$ cat src/rtl/ps2_key_serializer.sv
// PS/2 device-side serializer: hps_io ps2_key events -> set-2 byte frames.
// Define PS2_INHIBIT_EN to add the host inhibit input (hold off / abort frames).
module ps2_key_serializer #(
    parameter int HALF_DIV   = 1145,
    parameter int GAP_CYC    = 2290,
    parameter int FIFO_DEPTH = 8
) (
    input  logic        clk_sys,
    input  logic        reset_n,
    input  logic [10:0] ps2_key,
    output logic        ps2_clk,
    output logic        ps2_data,
    output logic        busy,
    output logic        overflow
`ifdef PS2_INHIBIT_EN
    ,
    input  logic        inhibit
`endif
);
    localparam int AW   = $clog2(FIFO_DEPTH);
    localparam int CMAX = (HALF_DIV > GAP_CYC) ? HALF_DIV : GAP_CYC;
    localparam int CW   = $clog2(CMAX + 1);

    localparam logic [1:0] EV_IDLE = 2'd0;
    localparam logic [1:0] EV_E0   = 2'd1;
    localparam logic [1:0] EV_F0   = 2'd2;
    localparam logic [1:0] EV_CODE = 2'd3;

    localparam logic [2:0] S_IDLE = 3'd0;
    localparam logic [2:0] S_LOAD = 3'd1;
    localparam logic [2:0] S_HIGH = 3'd2;
    localparam logic [2:0] S_LOW  = 3'd3;
    localparam logic [2:0] S_GAP  = 3'd4;
    localparam logic [2:0] S_INH  = 3'd5;

    localparam logic [CW-1:0] HALF_LD = CW'(HALF_DIV - 1);
    localparam logic [CW-1:0] GAP_LD  = CW'(GAP_CYC - 1);
    localparam logic [CW-1:0] CNT_ONE = CW'(1);
    localparam logic [AW:0]   PTR_ONE = (AW+1)'(1);
    localparam logic [AW+1:0] DEPTH_W = (AW+2)'(FIFO_DEPTH);

    logic inh;
`ifdef PS2_INHIBIT_EN
    assign inh = inhibit;
`else
    assign inh = 1'b0;
`endif

    logic          armed;
    logic          prev_toggle;
    logic [1:0]    ev_state;
    logic [7:0]    ev_code;
    logic          ev_rel;
    logic [AW:0]   wr_ptr;
    logic [AW:0]   rd_ptr;
    logic [AW:0]   level;
    logic [7:0]    fifo_mem [FIFO_DEPTH];
    logic          fifo_empty;
    logic          push;
    logic          pop;
    logic [7:0]    push_byte;
    logic [1:0]    n_bytes;
    logic [AW+1:0] need;
    logic          detect;
    logic          drop;

    assign level      = wr_ptr - rd_ptr;
    assign fifo_empty = (level == '0);
    assign n_bytes    = 2'd1 + {1'b0, ps2_key[8]} + {1'b0, ~ps2_key[9]};
    assign need       = {1'b0, level} + {{AW{1'b0}}, n_bytes};
    assign detect     = armed && (ps2_key[10] != prev_toggle)
                        && (ev_state == EV_IDLE);
    // An event is admitted only if all of its bytes fit right now
    assign drop       = need > DEPTH_W;
    assign push       = (ev_state != EV_IDLE);
    assign push_byte  = (ev_state == EV_E0) ? 8'hE0 :
                        (ev_state == EV_F0) ? 8'hF0 : ev_code;

    always_ff @(posedge clk_sys or negedge reset_n) begin
        if (!reset_n) begin
            armed       <= 1'b0;
            prev_toggle <= 1'b0;
            ev_state    <= EV_IDLE;
            ev_code     <= 8'h00;
            ev_rel      <= 1'b0;
            overflow    <= 1'b0;
        end else begin
            overflow <= 1'b0;
            if (!armed) begin
                armed       <= 1'b1;
                prev_toggle <= ps2_key[10];
            end else if (detect) begin
                prev_toggle <= ps2_key[10];
                if (drop) begin
                    overflow <= 1'b1;
                end else begin
                    ev_code  <= ps2_key[7:0];
                    ev_rel   <= ~ps2_key[9];
                    ev_state <= ps2_key[8] ? EV_E0 :
                                (!ps2_key[9] ? EV_F0 : EV_CODE);
                end
            end else begin
                unique case (ev_state)
                    EV_E0:   ev_state <= ev_rel ? EV_F0 : EV_CODE;
                    EV_F0:   ev_state <= EV_CODE;
                    EV_CODE: ev_state <= EV_IDLE;
                    default: ev_state <= EV_IDLE;
                endcase
            end
        end
    end

    always_ff @(posedge clk_sys) begin
        if (push) fifo_mem[wr_ptr[AW-1:0]] <= push_byte;
    end

    always_ff @(posedge clk_sys or negedge reset_n) begin
        if (!reset_n) begin
            wr_ptr <= '0;
            rd_ptr <= '0;
        end else begin
            if (push) wr_ptr <= wr_ptr + PTR_ONE;
            if (pop)  rd_ptr <= rd_ptr + PTR_ONE;
        end
    end

    logic [2:0]    ser_state;
    logic [CW-1:0] cnt;
    logic [3:0]    bit_idx;
    logic [10:0]   shreg;
    logic [7:0]    cur_byte;
    logic          cnt_done;
    logic          abort;

    assign pop      = (ser_state == S_IDLE) && !fifo_empty && !inh;
    assign cnt_done = (cnt == '0);
    // The stop bit is never aborted; cur_byte is kept for a resend
    assign abort    = inh && (bit_idx != 4'd10);

    always_ff @(posedge clk_sys or negedge reset_n) begin
        if (!reset_n) begin
            ser_state <= S_IDLE;
            cnt       <= '0;
            bit_idx   <= 4'd0;
            shreg     <= '1;
            cur_byte  <= 8'h00;
        end else begin
            unique case (ser_state)
                S_IDLE: begin
                    if (pop) begin
                        cur_byte  <= fifo_mem[rd_ptr[AW-1:0]];
                        ser_state <= S_LOAD;
                    end
                end
                S_LOAD: begin
                    shreg     <= {1'b1, ~^cur_byte, cur_byte, 1'b0};
                    bit_idx   <= 4'd0;
                    cnt       <= HALF_LD;
                    ser_state <= S_HIGH;
                end
                S_HIGH: begin
                    if (abort) begin
                        cnt       <= GAP_LD;
                        ser_state <= S_INH;
                    end else if (cnt_done) begin
                        cnt       <= HALF_LD;
                        ser_state <= S_LOW;
                    end else begin
                        cnt <= cnt - CNT_ONE;
                    end
                end
                S_LOW: begin
                    if (abort) begin
                        cnt       <= GAP_LD;
                        ser_state <= S_INH;
                    end else if (cnt_done) begin
                        if (bit_idx == 4'd10) begin
                            cnt       <= GAP_LD;
                            ser_state <= S_GAP;
                        end else begin
                            bit_idx   <= bit_idx + 4'd1;
                            shreg     <= {1'b1, shreg[10:1]};
                            cnt       <= HALF_LD;
                            ser_state <= S_HIGH;
                        end
                    end else begin
                        cnt <= cnt - CNT_ONE;
                    end
                end
                S_GAP: begin
                    if (cnt_done) ser_state <= S_IDLE;
                    else          cnt <= cnt - CNT_ONE;
                end
                S_INH: begin
                    if (inh)           cnt <= GAP_LD;
                    else if (cnt_done) ser_state <= S_LOAD;
                    else               cnt <= cnt - CNT_ONE;
                end
                default: ser_state <= S_IDLE;
            endcase
        end
    end

    assign ps2_clk  = (ser_state != S_LOW);
    assign ps2_data = ((ser_state == S_HIGH) || (ser_state == S_LOW))
                      ? shreg[0] : 1'b1;
    assign busy     = !fifo_empty || (ser_state != S_IDLE)
                      || (ev_state != EV_IDLE);

endmodule

$ cat config.mk
export PLATFORM = sky130hd
export DESIGN_NAME = ps2_key_serializer
export DESIGN_NICKNAME = d
export VERILOG_FILES = /design/src/rtl/ps2_key_serializer.sv
export SDC_FILE = /design/constraint.sdc
export NUM_CORES = 1
export LEC_CHECK = 0
export CORE_MARGIN = 2
export CORE_UTILIZATION = 50
export DETAILED_ROUTE_END_ITERATION = 16
export GPL_TIMING_DRIVEN = 0
export HOLD_SLACK_MARGIN = 0.02
export PLACE_DENSITY_LB_ADDON = 0.25
export RECOVER_POWER = 100
export SLEW_MARGIN = 20
export SYNTH_ARGS = -nofsm -noshare
export SYNTH_HDL_FRONTEND = slang
export SYNTH_SLANG_ARGS = --single-unit
$ cat constraint.sdc
create_clock -name clk_sys -period 4.21 [get_ports clk_sys]
set_input_delay 0.421 -clock clk_sys [delete_from_list [all_inputs] [get_ports clk_sys]]
set_output_delay 0.421 -clock clk_sys [all_outputs]
set_load 0.01 [all_outputs]
==> run metrics <==
status=finished with violations; failing checks=capacitance limit, slew limit; vias in the first global route=approximately 3900; NetSw=1.124 mW; antenna cells=0; iteration count of the initial detailed-routing pass=4; endpoints failing setup=0; RSZ-0062 raised after global routing=false; WL per Instance=around 18 um; initial DRC count=between 200 and 250; Std-Cell Core Area=between 10000 and 15000 sq um; register share of total power=44.5%; CTS Root Cell=clkbuf_16; R2R setup slack=roughly 0.55 ns; HP Start=wr_ptr[3]; power density cells=580.8 nW/um^2; Mapped Nets=roughly 480; placed insts=just over 600; CTS sink cnt=between 100 and 150; Setup Crit Path Kind=flop to output port; Die Ht=between 100 and 150 um; Max Cap Violations=2; Setup TNS=0 ns; # Post-CTS Setup Buffers=0; Post-Synthesis Cells=about 450; Worst-Margin Slew=1.619 ns; Via density=about 5.6; Post-Layout Inst Area=around 6700 sq um; CTS tree=done; most used flip-flop cell after synthesis=edfxtp_1; period utilization=90.15%; NumNets Final=approximately 520; post-layout util=about three fifths; hold buffers post-CTS=1; Hold Path Sink=wr_ptr[3]; CTS buffer count=17; DRC errors left=0; Hold Crit Class=flop to flop; Final min period=between 3 and 4 ns; first-pass GRT wire length=about 19000 um; Worst slew margin=-7.962%; hold path cells=1; Routability Congestion=~0.88; Hold Slack=around 0.49 ns; worst vdd ir=about 0.47 mV; Max Clk Rate=approximately 0.26 GHz; placed cell areas=between 6000 and 7000 sq um; Post-synth EDFFs=64; die width=roughly 110 um; Syn Area/Cell=about 13 sq um; crit path launch type=flop; leading cell types in the layout, fill and taps excluded=64 x edfxtp_1, 49 x dfrtp_1, 33 x nand2_1, 33 x nor2_1, 19 x o21ai_0; IO Count=17; Die ar.=12560 sq um; gr ovfl total=0; routed wire length=around 11000 um; Multi-input gate area=between 2000 and 2500 sq um; synth unique cells=61; row count=39; H-tree depth=4; internal power=2.761 mW; Max Clock Skew=0.01123 ns; DR vias=about 3600; total power=around 3.9 mW; largest net degree at the start of global routing=31; highest net fanout along the worst path=10; Yosys warnings=0; Clock Latency Late Sink=about 0.41 ns; Reg2Reg Depth=11; port bufs=16; combinational power share=about a fifth; Layout area overhead=14.53%; commonest non-fill, non-tap cell in the layout=edfxtp_1; arrival time of the worst setup path=around 3.4 ns; clk buf depth=2; Post-DRT Antenna Nets=0; FF+latch count, synth=123; layout cells sized above 1=16.94%; Req. time, crit path=approximately 3.8 ns; reg2reg start=wr_ptr[0]; Final Hold Vio Count=0; Max Slew Vio Count=slightly above 60; Layout Cells excl Fill=roughly 640; Worst Slack Setup Final=0.4148 ns; cts repair resizes=0; Setup Slack @ Placement=0.4939 ns; ys async rst share=approximately 48%; post-synthesis cell area=around 6000 sq um; layout filler cell count=930; clock power share=34.6%; sw frac=28.93%; leakage=~2.6 nW; Starting Density=approximately 51%; post-DP HPWL=around 7800 um; initial antenna violation count=0; crit path capture type=output port; Clock transition at path regs=~0.060 ns; FF-to-FF End=ev_code[0]; GRT Total Usage=a little under 20%; sequential-to-total area share from yosys stat=just under 60%; Storage cell area=3411 sq um
[cells in the mapped netlist, types with 2 or more instances]
library cell	number	area share, %
a211oi_1	4	0.51
a21o_1	3	0.39
a21oi_1	13	1.1
a22o_1	5	0.75
a22o_2	2	0.34
a31oi_1	11	1.2
and2_1	7	0.75
and3_1	2	0.21
and3b_1	2	0.30
buf_2	6	0.51
buf_6	3	0.58
clkbuf_1	9	0.58
dfrtp_1	49	21
dfstp_2	10	4.5
edfxtp_1	64	33
fa_1	2	0.69
ha_1	18	3.9
inv_1	17	1.1
mux2_2	12	2.3
mux2i_1	10	1.7
mux4_2	16	6.2
nand2_1	33	2.1
nand2b_1	5	0.54
nand3_1	4	0.34
nand4_1	6	0.64
nor2_1	33	2.1
nor2b_1	3	0.32
nor3_1	13	1.1
nor4_1	6	0.64
o21ai_0	19	1.6
o31ai_1	5	0.64
o41ai_2	2	0.56
or3_1	7	0.75
or4_1	2	0.26
xnor2_1	12	1.8
xor2_1	5	0.75
[worst max-delay path: stages (launching register included)]
cell             delay (ns)
dfrtp_1                0.40
clkbuf_1               0.46
clkbuf_1               0.51
inv_1                  0.13
ha_1                   0.30
nand3b_1               0.09
a21o_1                 0.19
and2_0                 0.21
nand4_1                0.12
clkdlybuf4s50_1        0.54
[layer usage]
metal,global-route usage (%),share of wire [%],vias to the layer above
li1,-,-,1741
met1,24.45,45,1769
met2,32.08,50,79
met3,5.562,3.8,18
met4,7.886,1.8,0
met5,0,0,-
[sequential cells by signal (all words and copies together), names as in the netlist]
signal / flops
shreg: 10
rd_ptr: 4
cnt: 12
ev_rel: 1
overflow: 1
prev_toggle: 1
fifo_mem: 64
bit_idx: 4
ev_state: 2
ev_code: 8
armed: 1
wr_ptr: 4
cur_byte: 8
ser_state: 3
[logic make-up after synthesis]
family | share of synthesized area, %
and+or+nand+nor | 11.66
other | 0.06422
adders and majority gates | 4.543
buffers and inverters | 2.957
xor gates and xnor gates | 2.550
AOI/OAI and AO/OA | 9.128
muxes | 10.69
DFF | 58.41
[power groups by stage]
| stage | combinational [mW] | sequential, mW | clock [mW] |
|---|---|---|---|
| 2_1_floorplan | 0.597 | 1.71 | 0 |
| 3_3_place_gp | 0.760 | 1.73 | 0 |
| 3_5_place_dp | 0.825 | 1.75 | 0 |
| 4_1_cts | 0.838 | 1.73 | 1.36 |
| 5_1_grt | 0.912 | 1.75 | 1.41 |
| 6_report | 0.810 | 1.73 | 1.34 |
[worst max path at each step]
stage | from | endpoint | slack (ns) | cells past startpoint
floorplan | wr_ptr[0] | ev_code[0] | 0.98 | 11
CTS | rd_ptr[1] | busy | 0.41 | 9
finish | rd_ptr[1] | busy | 0.41 | 9
global placement | wr_ptr[0] | ev_rel | 0.64 | 11
detailed placement | wr_ptr[0] | ev_code[6] | 0.49 | 11
global route | rd_ptr[1] | busy | 0.16 | 9
[final cells by class]
| type | count | share of cell area, % |
|---|---|---|
| multi-input combinational | 285 | 33.17 |
| inverter | 18 | 1.010 |
| tap | 143 | 2.675 |
| timing repair buffer | 19 | 2.563 |
| buffer | 19 | 1.384 |
| clock buffer | 18 | 6.417 |
| sequential | 123 | 51.00 |
| clock inverter | 14 | 1.777 |
No activity file was read; power rests on OpenSTA's default activity.
